[config.mk]
export PLATFORM = sky130hd
export DESIGN_NAME = if_pc_fetch
export DESIGN_NICKNAME = d
export VERILOG_FILES = /design/src/rtl/pipeline_pkg.sv /design/src/rtl/if_pc_fetch_ifid_reg.sv /design/src/rtl/if_pc_fetch.sv
export SDC_FILE = /design/constraint.sdc
export NUM_CORES = 1
export LEC_CHECK = 0
export ABC_AREA = 1
export CORE_MARGIN = 10
export CORE_UTILIZATION = 45
export DETAILED_ROUTE_END_ITERATION = 7
export PLACE_DENSITY = 0.8
export SLEW_MARGIN = 20
export SYNTH_ARGS = -nofsm -noshare
export SYNTH_HDL_FRONTEND = slang
export SYNTH_SLANG_ARGS = --single-unit
[constraint.sdc]
create_clock -name clk -period 7.7 [get_ports clk]
set_clock_uncertainty 0.05 [all_clocks]
set_input_delay 0.77 -clock clk [delete_from_list [all_inputs] [get_ports clk]]
set_output_delay 0.77 -clock clk [all_outputs]
set_load 0.02 [all_outputs]
[src/rtl/pipeline_pkg.sv]
// pipeline_pkg
// Shared definitions for the 5-stage RISC-V pipeline fetch stage:
//   - XLEN          datapath width
//   - fetch_state_t fetch controller states (BOOT, RUN, TRAP)
//   - RESET_PC      PC value loaded on reset
//   - TRAP_VEC      fetch address taken on a misaligned redirect
//   - NOP_INSTR     instruction word used for pipeline bubbles (addi x0,x0,0)
package pipeline_pkg;

    localparam int XLEN = 32;

    localparam logic [XLEN-1:0] RESET_PC  = 32'h0000_0000;
    localparam logic [XLEN-1:0] TRAP_VEC  = 32'h0000_0100;
    localparam logic [XLEN-1:0] NOP_INSTR = 32'h0000_0013;

    typedef enum logic [1:0] {
        ST_BOOT = 2'd0,
        ST_RUN  = 2'd1,
        ST_TRAP = 2'd2
    } fetch_state_t;

endpackage

[src/rtl/if_pc_fetch_ifid_reg.sv]
// ifid_reg
// IF/ID pipeline register. Holds the PC, PC+4 and instruction word of the
// instruction handed to decode, plus a valid bit.
// Ports:
//   clk, rst        clock and asynchronous active-high reset
//   load_i          capture pc_i/pc4_i/instr_i as a valid instruction
//   bubble_i        replace contents with a bubble (wins over load_i)
//   pc_i, pc4_i     PC and PC+4 of the fetched word
//   instr_i         fetched instruction word
//   pc_o, pc4_o     registered PC / PC+4 (zero for a bubble)
//   instr_o         registered instruction (NOP_INSTR for a bubble)
//   valid_o         register holds a real instruction
module ifid_reg
    import pipeline_pkg::*;
(
    input  logic            clk,
    input  logic            rst,
    input  logic            load_i,
    input  logic            bubble_i,
    input  logic [XLEN-1:0] pc_i,
    input  logic [XLEN-1:0] pc4_i,
    input  logic [XLEN-1:0] instr_i,
    output logic [XLEN-1:0] pc_o,
    output logic [XLEN-1:0] pc4_o,
    output logic [XLEN-1:0] instr_o,
    output logic            valid_o
);

    logic [XLEN-1:0] pc_q;
    logic [XLEN-1:0] pc4_q;
    logic [XLEN-1:0] instr_q;
    logic            valid_q;

    // With neither load nor bubble the register holds, which is how a stall
    // freezes decode.
    always_ff @(posedge clk or posedge rst) begin
        if (rst) begin
            pc_q    <= '0;
            pc4_q   <= '0;
            instr_q <= NOP_INSTR;
            valid_q <= 1'b0;
        end else if (bubble_i) begin
            pc_q    <= '0;
            pc4_q   <= '0;
            instr_q <= NOP_INSTR;
            valid_q <= 1'b0;
        end else if (load_i) begin
            pc_q    <= pc_i;
            pc4_q   <= pc4_i;
            instr_q <= instr_i;
            valid_q <= 1'b1;
        end
    end

    assign pc_o    = pc_q;
    assign pc4_o   = pc4_q;
    assign instr_o = instr_q;
    assign valid_o = valid_q;

endmodule

[src/rtl/if_pc_fetch.sv]
// if_pc_fetch
// Fetch-stage PC, fetch controller and IF/ID register. Drives the instruction
// memory address from the PC register, latches the fetched word into IF/ID,
// takes execute-stage redirects and traps misaligned redirect targets.
// Ports:
//   clk, rst          clock and asynchronous active-high reset
//   stall             hazard-unit hold of PC and IF/ID
//   redirect_valid    EX stage branch taken / jump
//   redirect_target   EX target adder result
//   imem_addr         instruction memory address (= PC register)
//   imem_rdata        instruction word at imem_addr, same cycle
//   ifid_pc/_pc4      PC and PC+4 of the instruction in IF/ID
//   ifid_instr        instruction in IF/ID
//   ifid_valid        IF/ID holds a real instruction
//   flush             kill the instruction currently in ID
//   exc_misaligned    one-cycle pulse after a misaligned redirect
//   exc_addr          offending target, held until the next trap
module if_pc_fetch
    import pipeline_pkg::*;
(
    input  logic            clk,
    input  logic            rst,
    input  logic            stall,
    input  logic            redirect_valid,
    input  logic [XLEN-1:0] redirect_target,
    output logic [XLEN-1:0] imem_addr,
    input  logic [XLEN-1:0] imem_rdata,
    output logic [XLEN-1:0] ifid_pc,
    output logic [XLEN-1:0] ifid_pc4,
    output logic [XLEN-1:0] ifid_instr,
    output logic            ifid_valid,
    output logic            flush,
    output logic            exc_misaligned,
    output logic [XLEN-1:0] exc_addr
);

    fetch_state_t    state_q, state_d;
    logic [XLEN-1:0] pc_q, pc_d;
    logic [XLEN-1:0] exc_addr_q, exc_addr_d;
    logic [XLEN-1:0] pc_plus4;
    logic            ifid_load;
    logic            ifid_bubble;

    // Modulo-2^32 increment: 0xFFFF_FFFC wraps to 0 silently.
    assign pc_plus4 = pc_q + 32'd4;

    always_ff @(posedge clk or posedge rst) begin
        if (rst) begin
            state_q    <= ST_BOOT;
            pc_q       <= RESET_PC;
            exc_addr_q <= '0;
        end else begin
            state_q    <= state_d;
            pc_q       <= pc_d;
            exc_addr_q <= exc_addr_d;
        end
    end

    // Redirect is only honoured in RUN, and always beats stall there. TRAP is
    // an ordinary fetch cycle at TRAP_VEC that also raises the exception pulse;
    // it ignores redirects because the redirecting instruction is the one that
    // trapped.
    always_comb begin
        state_d        = state_q;
        pc_d           = pc_q;
        exc_addr_d     = exc_addr_q;
        ifid_load      = 1'b0;
        ifid_bubble    = 1'b0;
        flush          = 1'b0;
        exc_misaligned = 1'b0;
        case (state_q)
            ST_BOOT: begin
                ifid_bubble = 1'b1;
                state_d     = ST_RUN;
            end
            ST_RUN: begin
                flush = redirect_valid;
                if (redirect_valid) begin
                    ifid_bubble = 1'b1;
                    if (redirect_target[1:0] == 2'b00) begin
                        pc_d = redirect_target;
                    end else begin
                        pc_d       = TRAP_VEC;
                        exc_addr_d = redirect_target;
                        state_d    = ST_TRAP;
                    end
                end else if (!stall) begin
                    pc_d      = pc_plus4;
                    ifid_load = 1'b1;
                end
            end
            ST_TRAP: begin
                exc_misaligned = 1'b1;
                state_d        = ST_RUN;
                if (!stall) begin
                    pc_d      = pc_plus4;
                    ifid_load = 1'b1;
                end
            end
            default: begin
                state_d = ST_BOOT;
            end
        endcase
    end

    ifid_reg u_ifid_reg (
        .clk      (clk),
        .rst      (rst),
        .load_i   (ifid_load),
        .bubble_i (ifid_bubble),
        .pc_i     (pc_q),
        .pc4_i    (pc_plus4),
        .instr_i  (imem_rdata),
        .pc_o     (ifid_pc),
        .pc4_o    (ifid_pc4),
        .instr_o  (ifid_instr),
        .valid_o  (ifid_valid)
    );

    assign imem_addr = pc_q;
    assign exc_addr  = exc_addr_q;

endmodule

==> summary.md <==
| Metric | Value |
|---|---|
| Outcome | finished clean |
| Gpl congestion | 0.949 |
| Critical path data arrival time | ~2.3 ns |
| Die Span Y | around 150 um |
| Mapped Cells | 947 |
| Static Leak | between 5 and 6 nW |
| ANT nets after route | 0 |
| Setup crit start kind | primary input |
| Fmax | roughly 0.33 GHz |
| First drt pass iteration count | 5 |
| Die area | 0.0224 mm2 |
| Slowest cell on crit path | clkdlybuf4s50_1 |
| Type of the worst setup path | primary input to output port |
| Power share of the sequential group | 0.297 |
| M2 GR Usage | 0.368 |
| Post-synthesis sequential area ratio | 0.532 |
| Initial drt markers | around 550 |
| PortBufs | 230 |
| Main area contributors after synthesis | dfrtp_1 52%, nand2_1 21%, o21ai_0 4.8% |
| Yosys warning count | 0 |
| CTS tree | yes |
| Slew HR | 0.346 |
| Slowest stage delay, CP | about 0.63 ns |
| Max IR drop VDD | around 0.00023 V |
| Multi-input logic area | about 0.0030 mm2 |
| Mapped cell area | about 0.0076 mm2 |
| M1 GR Usage | 0.254 |
| Initial antenna violation count | 0 |
| WL final | 24.2 mm |
| Worst slew pin tran | 0.981 ns |
| Final setup violation count | 0 |
| Total nets after synthesis | slightly above 1000 |
| Endpoint class of the critical path | output port |
| CTS Buffer Depth | 2 |
| Hold wc startpoint | exc_addr[22] |
| # resized after CTS | 0 |
| Number of diodes | 0 |
| Top Usage Layer GRT | met2 |
| Int Pwr | 2.74 mW |
| Grt met3 use | 0.0598 |
| Vias/cell | 5.01 |
| Worst EP required | between 6 and 7 ns |
| All-Layer GR Usage | 0.216 |
| Number of max-cap violations | 0 |
| Leading cell types in the layout, fill and taps excluded | 425 x nand2_1, 230 x clkdlybuf4s50_1, 158 x dfrtp_1 |
| H-tree levels | 4 |
| Wire length per cell | 17.4 um |
| Fillers | 1435 |
| Most used cell along the critical path | clkdlybuf4s50_1 |
| Total net switching power | approximately 2.1 mW |
| PD cells | 457 mW/mm2 |
| Register Area | slightly above 0.004 mm2 |
| Sw frac | 0.435 |
| Setup crit start | redirect_valid |
| Layout cells sized above 1 | 0.0588 |
| Area of the core | 0.0165 mm2 |
| #FFs+latches synth | ~160 |
| Ports | ~230 |
| Commonest non-fill, non-tap cell in the layout | nand2_1 |
| Final hold viol count | 0 |
| CTS Hold Bufs | 0 |
| Die width | approximately 150 um |
| Postcts setup bufs | 0 |
| Clk_lat worst skew | 0.42 ns |
| Final slew viol count | 0 |
| Crit-path cells | clkdlybuf4s50_1 > nand2_1 > inv_1 > clkdlybuf4s50_1 |
| Hold crit path type | flop to flop |
| Syn avg cell area | between 8 and 9 um2 |
| Final net count | roughly 1200 |
| Minimum clock period | a little over 3 ns |
| Largest area contributor in the netlist | dfrtp_1 |
| Hpwl dp | approximately 18 mm |
| Via Count | approximately 7000 |
| Clock sinks | approximately 160 |
| Layout area overhead | 40.2% |
| Vias in the first global route | between 6000 and 7000 |
| Setup tns final | 0 ns |
| Largest net degree at the start of global routing | 85 |
| DRC Markers | 0 |
| Combinational Power Share | 0.503 |
| Core Rows | 47 |
| Post-synth top area share | 0.522 |
| Netlist cell types | 27 |
| FF-to-FF Start | state_q[0] |
| Util after Layout | 0.643 |
| Clk slew on worst S/H paths | approximately 0.060 ns |
| First-pass GRT wire length | approximately 38 mm |
| CP Max Fanout | 5 |
| Clock power share | 0.200 |
| CTS buffer count | 17 |
| GR Overflow Total | 0 |
| Unrepaired setup endpoints after global routing | no |
| CTS Root Buffer Type | clkbuf_16 |
| Initial core utilization | 0.459 |
| Period utilization | 0.400 |
==> critical path, delay by kind of cell <==
| family | cells | cell delay, ns |
|---|---|---|
| buf+inv | 3 | 1.37 |
| simple gates | 1 | 0.12 |
==> through the flow <==
step / cells / setup WS (ns) / power [mW] / hold WS (ns) / cell area (um2)
after floorplan: 947 / 2.54 / 2.93 / 0.502 / 7580
after global placement: 1362 / 4.37 / 3.85 / 0.404 / 9940
after detailed placement: 1362 / 4.29 / 3.90 / 0.407 / 9940
after CTS: 1394 / 4.61 / 4.90 / 0.423 / 10600
after global routing: 1394 / 4.45 / 5.19 / 0.446 / 10600
final: 1394 / 4.62 / 4.85 / 0.416 / 10600
==> final cells by class <==
type,count,area share
flip-flops and latches,161,0.380
multi-input cells,671,0.283
repair buffers,236,0.221
clock buffers,23,0.0450
inverters,74,0.0266
well taps,220,0.0259
clock inverters,9,0.0191
==> final timing paths <==
check | to | slack (ns) | cells past startpoint
min in group asynchronous | u_ifid_reg.pc4_o[7] | 0.81 | 2
max reg2reg | u_ifid_reg.pc_o[3] | 4.82 | 12
max | flush | 4.62 | 4
max in group asynchronous | imem_addr[18] | 5.33 | 3
min reg2reg | exc_addr[22] | 0.42 | 2
min | exc_addr[22] | 0.42 | 2
==> registers in the layout, indices dropped and copies added, names as in the netlist <==
signal / count
state_q: 2
u_ifid_reg.pc4_o: 32
u_ifid_reg.valid_o: 1
u_ifid_reg.instr_o: 32
u_ifid_reg.pc_o: 30
imem_addr: 32
exc_addr: 32
==> per-layer routing <==
layer / vias up / share of wire / routed length [um]
met5: - / 0 / 0
met4: 0 / 0.028 / 667
met3: 42 / 0.077 / 1860
met2: 232 / 0.50 / 12200
met1: 3301 / 0.39 / 9500
li1: 3410 / - / -
==> synthesized netlist by cell type <==
master,n
nand2_1,425
dfrtp_1,158
inv_1,73
o21ai_0,73
nor2_1,47
nand3_1,35
o21ai_2,20
a21oi_1,19
a211oi_1,16
buf_4,12
clkbuf_1,12
buf_2,9
buf_6,7
xor2_1,7
a22oi_1,5
ha_1,5
o211ai_1,5
nand2_2,4
dfstp_2,3
o22a_1,3
and2_1,2
nor2_2,2
a22o_1,1
and2_2,1
buf_1,1
inv_2,1
nand2_4,1
==> power groups by stage <==
stage	Clock (mW)	Combinational (mW)	Sequential (mW)
finish	0.972	2.44	1.44
global route	1.02	2.69	1.48
CTS	0.984	2.47	1.44
detailed placement	0	2.46	1.44
global placement	0	2.41	1.44
floorplan	0	1.15	1.78
==> cells by family after synthesis <==
logic type      share of synthesized area
simple gates                        0.266
flops                               0.532
compound gates                      0.114
buf+inv                            0.0713
xor+xnor                          0.00809
fa+ha+maj                         0.00825
Power figures use the tool's default switching activity.
